==> src/rtl/serial_adder_ctrl_pkg.sv <==
// Shared definitions for the serial adder sequencer.
//   state_t : FSM encoding (IDLE/RUN/DONE)
//   SLICE_W : bits consumed per clock by the shared adder slice
package serial_adder_ctrl_pkg;

  localparam int SLICE_W = 2;

  typedef enum logic [1:0] {
    ST_IDLE = 2'd0,
    ST_RUN  = 2'd1,
    ST_DONE = 2'd2
  } state_t;

endpackage

==> src/rtl/serial_adder_ctrl_adder_2bit.sv <==
// Existing 2-bit adder slice: {c,s} = a + b.
//   a, b : 2-bit addends
//   s    : 2-bit sum
//   c    : carry out
module adder_2bit (
  input  logic [1:0] a,
  input  logic [1:0] b,
  output logic [1:0] s,
  output logic       c
);

  assign {c, s} = {1'b0, a} + {1'b0, b};

endmodule

==> src/rtl/serial_adder_ctrl.sv <==
// Serial WIDTH-bit adder: reuses one 2-bit slice, LSB slice first, carry
// chained through carry_q. One result every NSLICE+2 cycles.
//   clk, rst     : clock, synchronous active-high reset
//   start        : request, accepted only while ready
//   A, B         : operands, sampled on the accepting edge
//   ready/busy   : idle / processing slices (decoded from state)
//   done         : one-cycle pulse, Sum/Carry hold the new result
//   Sum, Carry   : registered result {Carry,Sum} = A+B
// WIDTH must be even and >= 2.
module serial_adder_ctrl
  import serial_adder_ctrl_pkg::*;
#(
  parameter int WIDTH = 8
) (
  input  logic             clk,
  input  logic             rst,
  input  logic             start,
  input  logic [WIDTH-1:0] A,
  input  logic [WIDTH-1:0] B,
  output logic             ready,
  output logic             busy,
  output logic             done,
  output logic [WIDTH-1:0] Sum,
  output logic             Carry
);

  localparam int NSLICE = WIDTH / SLICE_W;
  localparam int CW     = (NSLICE > 1) ? $clog2(NSLICE) : 1;

  state_t           r_state, w_state_nxt;
  logic [WIDTH-1:0] r_a, r_b, r_psum, r_sum;
  logic             r_carry_q, r_carry;
  logic [CW-1:0]    r_cnt;

  logic [1:0]       w_s0, w_s;
  logic             w_c0, w_c1, w_c;
  logic             w_last;
  logic [WIDTH-1:0] w_psum_nxt;

  // Carry-in is folded in by a second slice; 3+3+1 <= 7 so c0/c1 never both set.
  adder_2bit u0 (.a(r_a[1:0]), .b(r_b[1:0]),         .s(w_s0), .c(w_c0));
  adder_2bit u1 (.a(w_s0),     .b({1'b0, r_carry_q}), .s(w_s),  .c(w_c1));

  assign w_c    = w_c0 | w_c1;
  assign w_last = (r_cnt == CW'(NSLICE - 1));

  // New slice sum enters at the MSB; after NSLICE shifts it lines up at bit 0.
  always_comb begin
    w_psum_nxt = r_psum >> SLICE_W;
    w_psum_nxt[WIDTH-1 -: SLICE_W] = w_s;
  end

  always_ff @(posedge clk) begin
    if (rst) r_state <= ST_IDLE;
    else     r_state <= w_state_nxt;
  end

  always_comb begin
    w_state_nxt = r_state;
    ready       = 1'b0;
    busy        = 1'b0;
    done        = 1'b0;
    case (r_state)
      ST_IDLE: begin
        ready = 1'b1;
        if (start) w_state_nxt = ST_RUN;
      end
      ST_RUN: begin
        busy = 1'b1;
        if (w_last) w_state_nxt = ST_DONE;
      end
      ST_DONE: begin
        done        = 1'b1;
        w_state_nxt = ST_IDLE;
      end
      default: w_state_nxt = ST_IDLE;
    endcase
  end

  // Datapath. Sum/Carry only move on entry to DONE, so they hold the
  // previous result through RUN.
  always_ff @(posedge clk) begin
    if (rst) begin
      r_a       <= '0;
      r_b       <= '0;
      r_psum    <= '0;
      r_carry_q <= 1'b0;
      r_cnt     <= '0;
      r_sum     <= '0;
      r_carry   <= 1'b0;
    end else begin
      case (r_state)
        ST_IDLE: begin
          if (start) begin
            r_a       <= A;
            r_b       <= B;
            r_carry_q <= 1'b0;
            r_cnt     <= '0;
          end
        end
        ST_RUN: begin
          r_a       <= r_a >> SLICE_W;
          r_b       <= r_b >> SLICE_W;
          r_psum    <= w_psum_nxt;
          r_carry_q <= w_c;
          r_cnt     <= r_cnt + CW'(1);
          if (w_last) begin
            r_sum   <= w_psum_nxt;
            r_carry <= w_c;
          end
        end
        default: ;
      endcase
    end
  end

  assign Sum   = r_sum;
  assign Carry = r_carry;

endmodule

==> config.mk <==
export PLATFORM = sky130hd
export DESIGN_NAME = serial_adder_ctrl
export DESIGN_NICKNAME = d
export VERILOG_FILES = /design/src/rtl/serial_adder_ctrl_pkg.sv /design/src/rtl/serial_adder_ctrl_adder_2bit.sv /design/src/rtl/serial_adder_ctrl.sv
export SDC_FILE = /design/constraint.sdc
export NUM_CORES = 1
export LEC_CHECK = 0
export BUFFER_PORTS_ARGS = -buffer_cell sky130_fd_sc_hd__buf_2
export CAP_MARGIN = 25
export CORE_MARGIN = 3
export CORE_UTILIZATION = 30
export CTS_BUF_LIST = sky130_fd_sc_hd__clkbuf_4
export CTS_CLUSTER_DIAMETER = 150
export CTS_CLUSTER_SIZE = 20
export DETAILED_ROUTE_END_ITERATION = 12
export PLACE_DENSITY = 0.49
export SYNTH_ARGS = -nofsm -noshare
export SYNTH_HDL_FRONTEND = slang
export SYNTH_HIERARCHICAL = 1
export SYNTH_SLANG_ARGS = --single-unit
export TNS_END_PERCENT = 50
==> constraint.sdc <==
create_clock -name clk -period 2.2 [get_ports clk]
set_clock_uncertainty 0.05 [all_clocks]
set_input_delay 0.22 -clock clk [delete_from_list [all_inputs] [get_ports clk]]
set_output_delay 0.22 -clock clk [all_outputs]
set_load 0.01 [all_outputs]
==> metrics.sh, run 1 <==
GRT_MAX_DEGREE=32
GR_OVERFLOW_TOTAL=0
IOPINCOUNT=31
SYN_INST=173
VIASPERCELL=4.49
CLK_PIN_SLEW_NS=0.12
SOURCE_TO_SINK_CLOCK_DELAY_AT_THE_LATER_PIN_OF_THE_WORST_SKEW_PAIR_NS=0.34
POWER_LEAKAGE_nW=0.749
PLACE.DETAILED.INSTANCES=263
CLOCKROOTBUFFER='clkbuf_4'
CRITICAL_PATH.MAX_FANOUT=2
YOSYSSEQAREASHARE_PCT=46.3
R2R.WORST_PATH.CELLS=9
POST-CTS-SETUP-BUFFERS=0
CRITICALPATHCATEGORY='reg -> reg'
INSERTEDDIODECOUNT=0
VIA_COUNT=1216
CTS_TREE='built'
POST_LAYOUT_NONFILLER_INSTANCES=271
PER_CELL_ROUTED_WIRE_LENGTH_UM=12.1
TIMING.MAX_SLEW.REL_SLACK_PCT=62.7
GP_CONGESTION=0.650
NUMBER_OF_GLOBAL_ROUTE_VIAS_BEFORE_REPAIR=1144
CRITPATHARRIVALTIME_NS=2.13
FINAL_ANTENNA_NET_COUNT=0
IO_BUFFER_COUNT=30
CTS-HTREE-LEVELS=2
FINISH.NET_COUNT=227
FINAL.MIN_CLOCK_PERIOD_NS=1.94
SYNTH.LARGEST_AREA_CELL='dfxtp_1'
NUMBER_OF_FLOPS_MAPPED_TO_ENABLE_CELLS_BY_YOSYS=0
OUTCOME='finished clean'
FLOORPLAN_CORE_AREA_UM2=4880
LAYOUT_WORST_PATH_CYCLE_SHARE_PCT=88.2
TIMING.CRITICAL_PATH.SLOWEST_CELL_DELAY_NS=0.52
SYNTH_LARGEST_TYPE_AREA_FRACTION_PCT=46.3
SYNTHESIS.AREA_PER_INSTANCE_UM2=9.00
TIMING.FMAX_MHz=515
MAX-VDD-IR-DROP_V=0.000283
DRV_CAP=0
CRITPATHSLOWESTCELL='fa_1'
START_UTIL_PCT=31.9
GRT_ANTENNA_BEFORE_REPAIR=0
TRACK_USAGE_PCT=11.8
DRT_PASS1_ITERATIONS=4
GRT_FIRST_PASS_WIRELENGTH_UM=5550
TIMING.CRITICAL_PATH.MODE_CELL='inv_1'
SYN_TO_FINAL_GROWTH_PCT=17.8
TOP_CELLS_BY_AREA_IN_THE_SYNTHESIZED_NETLIST='dfxtp_1 46%, o221a_1 7.2%, a21oi_2 6.2%'
CHIPHEIGHT_UM=78.1
DRIVE_GT1_SHARE_PCT=27.9
DRT_FIRST_ITER_VIOLATIONS=53
YS_TYPES=26
WORST_SETUP_PATH_START_KIND='flop'
YOSYS.CELL_COUNT.TOP_TYPE='dfxtp_1'
SETUP-TNS-FINAL_NS=0
CTS_REPAIR_RESIZE_COUNT=0
FINAL.FILL_COUNT=527
FINAL_MAX_SLEW_VIOL_COUNT=0
CTS.SINK_COUNT=36
REGISTER_AREA_UM2=721
ASYNC_RESET_FF_SHARE_PCT=0
TOTALWIRELENGTH_UM=3270
SYNTH_AREA_UM2=1560
CLOCK_TREE.BUFFER_DEPTH=2
MAPPEDNETLISTNETS=197
TIMING_HOLD_VIOLATIONS_FINAL=0
SYNTHTOPCELLSBYCOUNT='36 x dfxtp_1, 23 x inv_1, 22 x nand2_1'
TIMING.FINAL.SETUP_VIOLATIONS=0
HOLD_CLASS='in -> reg'
POSTCTSHOLDBUFS=0
P_PER_AREA_nW_PER_UM2=736
SETUP.WORST_PATH.END_CLASS='flop'
DIE_W_UM=78.1
DPL.HPWL_UM=2250
TIMING_WORST_SLEW_PIN_VALUE_NS=0.558
PATH_CELLS='ha_1 > inv_1 > fa_1 > inv_1 > inv_1 > fa_1 > inv_1 > nand3_1 > a21oi_1'
DRC_ERRORS=0
HOLD-PATH-CELL-COUNT=3
CTS_MADE_BUFFERS=5
DIE_AREA_UM2=6090
DOMINANTREGCELLSYNTH='dfxtp_1'
SYNTH-SEQ-CELLS=36
SYNTHESIS_WARNINGS=6
ROWS=25
UNREPAIRED_SETUP_ENDPOINTS_AFTER_GLOBAL_ROUTING='no'
WORST-ENDPOINT-REQUIRED_NS=2.39
MULTI_INPUT_COMB_AREA_UM2=678
==> through the flow <==
step                cell area [um^2]  setup WS, ns  power [W]  hold slack, ns  util [%]
floorplan                       1560         0.330   0.000843           0.318         -
global placement                1760         0.279   0.000885           0.395      36.0
detailed placement              1760         0.267   0.000886           0.398      36.0
CTS                             1840         0.256    0.00138          0.0349      37.6
global route                    1840         0.102    0.00143          0.0615      37.6
finish                          1840         0.259    0.00135          0.0545      37.6
==> worst max-delay path, delay by kind of cell, from the launching register on <==
kind,cells,cell delay [ns]
AO/OA/AOI/OAI,1,0.06
AND/OR/NAND/NOR,1,0.06
buffers and inverters,4,0.22
adder cells (fa/ha/maj),3,1.11
flip-flops,1,0.33
==> metal layers <==
metal  global-route usage (%)  up-vias  wire length [um]
li1                         -      640                 -
met1                     16.2      553              1690
met2                     16.8       17              1410
met3                     4.13        6               117
met4                     4.72        0                53
met5                        0        -                 0
==> registers in the layout, summed over array words and instances (netlist names) <==
signal,flops
r_state,2
r_psum,6
Sum,8
r_a,8
r_carry_q,1
Carry,1
r_b,8
r_cnt,2
==> worst paths after layout <==
kind	from	to	slack, ns
max	r_a[0]	Sum[7]	0.26
max reg2reg	r_a[0]	Sum[7]	0.26
min	A[7]	r_a[7]	0.05
min reg2reg	Sum[4]	Sum[4]	0.41
==> cell usage in the layout, fill, tap and decap left out, types with 2 or more instances in the layout <==
master / instances
dfxtp_1: 36
buf_2: 30
inv_1: 23
nand2_1: 22
a21oi_1: 17
a21oi_2: 11
nor2_1: 10
o221a_1: 10
nand3_1: 8
clkbuf_4: 6
a22oi_1: 5
buf_4: 4
nor3_1: 3
ha_1: 3
mux2i_1: 2
o221a_2: 2
fa_1: 2
==> report_power, final <==
part / switching (W) / total [W] / internal (W)
combinational: 0.0000935 / 0.000163 / 0.0000691
clock: 0.000232 / 0.000483 / 0.000251
sequential: 0.0000212 / 0.000706 / 0.000685
total: 0.000347 / 0.00135 / 0.00100
==> kinds of logic (layout without fill, tap and decap cells) <==
logic type      after synthesis  after routing  synth area share, %
mux                           2              2                 1.29
simple gates                 47             47                 13.5
buf+inv                      35             66                 10.2
compound gates               47             47                 23.5
fa+ha+maj                     5              5                 4.98
flops                        36             36                 46.3
other cells                   1              1                0.241
==> final cells by class <==
type	instances	share of cell area (%)
well taps	67	4.57
clock buffers	6	2.45
repair buffers	34	9.82
multi-input cells	102	36.9
clock inverters	2	1.91
inverters	24	5.04
flip-flops and latches	36	39.3
No activity file was read; power rests on OpenSTA's default activity.
==> run 2: changes to the inputs <==
--- a/config.mk
+++ b/config.mk
@@ -5,6 +5,7 @@
 export SDC_FILE = /design/constraint.sdc
 export NUM_CORES = 1
 export LEC_CHECK = 0
+export ABC_AREA = 1
 export BUFFER_PORTS_ARGS = -buffer_cell sky130_fd_sc_hd__buf_2
 export CAP_MARGIN = 25
 export CORE_MARGIN = 3
@@ -13,7 +14,7 @@
 export CTS_CLUSTER_DIAMETER = 150
 export CTS_CLUSTER_SIZE = 20
 export DETAILED_ROUTE_END_ITERATION = 12
-export PLACE_DENSITY = 0.49
+export PLACE_DENSITY = 0.48
 export SYNTH_ARGS = -nofsm -noshare
 export SYNTH_HDL_FRONTEND = slang
 export SYNTH_HIERARCHICAL = 1
==> run 2 against run 1 <==
  * Die area grew 8.0%
  * Routed wire length grew 7.2%
  * Maximum frequency shrank 3.4%
  * Synthesized cell count grew 41%
  * Cell area grew 4.6%
  * Critical path depth shrank 6
  * Via count grew 16%
  * Flip-flop and latch count is the same
  * Non-clock buffer count shrank 1
  * Register-to-register slack lost 0.06 ns
  * Total power shrank 6.5%
  * Count of clock-buffer cells in the layout grew 1
==> metrics.sh, run 2 <==
ASYNC_RESET_FF_SHARE_PCT=0  # unchanged
CTS_REPAIR_RESIZE_COUNT=0  # unchanged
FINAL.FILL_COUNT=638  # was 527
FINAL_MAX_SLEW_VIOL_COUNT=0  # unchanged
CRITICALPATHCATEGORY='reg -> out'  # was reg -> reg
SYN_INST=244  # was 173
LAYOUT_WORST_PATH_CYCLE_SHARE_PCT=91.3  # was 88.2%
P_PER_AREA_nW_PER_UM2=659  # was 736 nW/um^2
HOLD_CLASS='in -> reg'  # unchanged
DRIVE_GT1_SHARE_PCT=17.9  # was 27.9%
SYNTH.LARGEST_AREA_CELL='dfxtp_1'  # unchanged
SYNTH-SEQ-CELLS=36  # unchanged
SETUP.WORST_PATH.END_CLASS='output port'  # was flop
DESIGN_AREA_UM2=1920  # was 1840 um^2
SOURCE_TO_SINK_CLOCK_DELAY_AT_THE_LATER_PIN_OF_THE_WORST_SKEW_PAIR_NS=0.33  # was 0.34 ns
SYN_TO_FINAL_GROWTH_PCT=13.4  # was 17.8%
POSTCTSHOLDBUFS=0  # unchanged
SETUP-TNS-FINAL_NS=0  # unchanged
DPL.HPWL_UM=2390  # was 2250 um
CRITPATHSLOWESTCELL='dfxtp_1'  # was fa_1
SYNTHTOPCELLSBYCOUNT='59 x nand2_1, 43 x inv_1, 37 x nor2_1'  # was 36 x dfxtp_1, 23 x inv_1, 22 x nand2_1
FLOORPLAN_CORE_AREA_UM2=5270  # was 4880 um^2
POST-CTS-SETUP-BUFFERS=0  # unchanged
TIMING_WORST_SLEW_PIN_VALUE_NS=0.754  # was 0.558 ns
DRC_ERRORS=0  # unchanged
GRT_ANTENNA_BEFORE_REPAIR=0  # unchanged
IOPINCOUNT=31  # unchanged
CTS.SINK_COUNT=36  # unchanged
CTS_MADE_BUFFERS=5  # unchanged
VIA_COUNT=1410  # was 1216
TOTALWIRELENGTH_UM=3500  # was 3270 um
YOSYS.CELL_COUNT.TOP_TYPE='nand2_1'  # was dfxtp_1
SYNTH_AREA_UM2=1690  # was 1560 um^2
CTS-HTREE-LEVELS=2  # unchanged
GRT_FIRST_PASS_WIRELENGTH_UM=6040  # was 5550 um
CLK_PIN_SLEW_NS=0.10  # was 0.12 ns
START_UTIL_PCT=32.1  # was 31.9%
FINISH.UTILIZATION_PCT=36.4  # was 37.6%
OUTCOME='finished clean'  # unchanged
TOTAL_POWER_W=0.00126  # was 0.00135 W
SYNTHESIS_WARNINGS=6  # unchanged
GP_CONGESTION=0.699  # was 0.650
LAYOUT_COMMON_CELLS='59 x nand2_1, 43 x inv_1, 37 x nor2_1, 36 x dfxtp_1, 30 x buf_2'  # was 36 x dfxtp_1, 30 x buf_2, 23 x inv_1, 22 x nand2_1, 17 x a21oi_1
MAX-VDD-IR-DROP_V=0.000245  # was 0.000283 V
CRITPATHARRIVALTIME_NS=1.74  # was 2.13 ns
DRV_CAP=0  # unchanged
CRITICAL_PATH.MAX_FANOUT=18  # was 2
PER_CELL_ROUTED_WIRE_LENGTH_UM=10.2  # was 12.1 um
TRACK_USAGE_PCT=12.2  # was 11.8%
MAPPEDNETLISTNETS=268  # was 197
REGISTER_AREA_UM2=721  # unchanged
POWER_LEAKAGE_nW=0.984  # was 0.749 nW
WORST_SETUP_PATH_START_KIND='flop'  # unchanged
NUMBER_OF_FLOPS_MAPPED_TO_ENABLE_CELLS_BY_YOSYS=0  # unchanged
TIMING.CRITICAL_PATH.SLOWEST_CELL_DELAY_NS=0.82  # was 0.52 ns
FINISH.NET_COUNT=297  # was 227
DIE_AREA_UM2=6580  # was 6090 um^2
CLOCKROOTBUFFER='clkbuf_4'  # unchanged
FINAL.MIN_CLOCK_PERIOD_NS=2.01  # was 1.94 ns
FINAL_COMMON_CELL='nand2_1'  # was dfxtp_1
CTS_TREE='built'  # unchanged
CLOCK_TREE.BUFFER_DEPTH=2  # unchanged
UNREPAIRED_SETUP_ENDPOINTS_AFTER_GLOBAL_ROUTING='no'  # unchanged
WORST-ENDPOINT-REQUIRED_NS=1.93  # was 2.39 ns
NUMBER_OF_GLOBAL_ROUTE_VIAS_BEFORE_REPAIR=1290  # was 1144
GR_OVERFLOW_TOTAL=0  # unchanged
CHIPHEIGHT_UM=81.1  # was 78.1 um
DIE_W_UM=81.1  # was 78.1 um
DRT_PASS1_ITERATIONS=4  # unchanged
MULTI_INPUT_COMB_AREA_UM2=709  # was 678 um^2
WORST_PATH_DOMINANT_CELL_FAMILY='flip-flops'  # was adder cells
PATH_CELLS='inv_2 > nor2_2 > buf_2'  # was ha_1 > inv_1 > fa_1 > inv_1 > inv_1 > fa_1 > inv_1 > nand3_1 > a21oi_1
DRT_FIRST_ITER_VIOLATIONS=82  # was 53
ROWS=26  # was 25
DPL_CELL_AREA_UM2=1860  # was 1760 um^2
VIASPERCELL=4.10  # was 4.49
TIMING_HOLD_VIOLATIONS_FINAL=0  # unchanged
DOMINANTREGCELLSYNTH='dfxtp_1'  # unchanged
TIMING.MAX_SLEW.REL_SLACK_PCT=49.6  # was 62.7%
YS_TYPES=19  # was 26
CP.BUFFERS_INVERTERS=2  # was 4
IO_BUFFER_COUNT=30  # unchanged
SYNTH_LARGEST_TYPE_AREA_FRACTION_PCT=42.6  # was 46.3%
TIMING.FMAX_MHz=498  # was 515 MHz
YOSYSSEQAREASHARE_PCT=42.6  # was 46.3%
TOP_CELLS_BY_AREA_IN_THE_SYNTHESIZED_NETLIST='dfxtp_1 43%, nand2_1 13%, inv_1 9.5%'  # was dfxtp_1 46%, o221a_1 7.2%, a21oi_2 6.2%
TIMING.FINAL.SETUP_VIOLATIONS=0  # unchanged
SYNTHESIS.AREA_PER_INSTANCE_UM2=6.94  # was 9.00 um^2
FINAL_ANTENNA_NET_COUNT=0  # unchanged
GRT_MAX_DEGREE=33  # was 32
INSERTEDDIODECOUNT=0  # unchanged
-- run 2: logic make-up after synthesis --
group | count (synthesis) | synth area share (%)
AOI/OAI and AO/OA | 37 | 11.6
adders and majority gates | 5 | 4.58
buffers and inverters | 57 | 15.5
DFF | 36 | 42.6
other | 1 | 0.222
and+or+nand+nor | 108 | 25.5
-- run 2: cell type report --
type / instances / share of cell area (%)
clock buffer: 7 / 2.74
clock inverter: 1 / 0.196
inverter: 46 / 9.00
multi-input combinational: 151 / 37.0
sequential: 36 / 37.5
tap: 70 / 4.56
timing repair buffer: 33 / 9.00
-- run 2: worst register-to-register path, cell delays in order (launching register included) --
cell     delay, ns
dfxtp_1       0.33
ha_1          0.18
inv_1         0.06
fa_1          0.40
inv_1         0.06
inv_1         0.05
fa_1          0.53
inv_1         0.05
o21ai_0       0.15
nor2_1        0.05
-- run 2: report_power, final --
group,switching [W],internal (W)
Sequential,0.0000238,0.000690
Clock,0.000212,0.000148
Combinational,0.000114,0.0000760
Total,0.000350,0.000914
-- run 2: final timing paths --
path / start / slack [ns] / depth (start not counted) / end
worst max register to register: r_a[0] / 0.20 / 9 / r_psum[7]
worst min register to register: r_b[6] / 0.42 / 2 / r_b[6]
worst min-delay path: A[6] / 0.1 / 3 / r_a[6]
worst max-delay path: r_state[0] / 0.19 / 3 / busy
-- run 2: stage by stage --
step	std cells	setup WS, ns	hold slack (ns)
after floorplan	244	0.270	0.336
after global placement	336	0.226	0.403
after detailed placement	336	0.190	0.406
after CTS	344	0.138	0.0758
after global routing	344	0.0442	0.0820
final	344	0.191	0.0989
-- run 2: layer usage --
| metal | global-route usage, % | vias up | part of all wire [%] | wire, um |
|---|---|---|---|---|
| met4 | 5.07 | 0 | 1.9 | 68 |
| met5 | 0 | - | 0 | 0 |
| met2 | 17.7 | 22 | 42 | 1470 |
| li1 | - | 783 | - | - |
| met1 | 16.5 | 599 | 51 | 1800 |
| met3 | 4.10 | 6 | 4.7 | 164 |
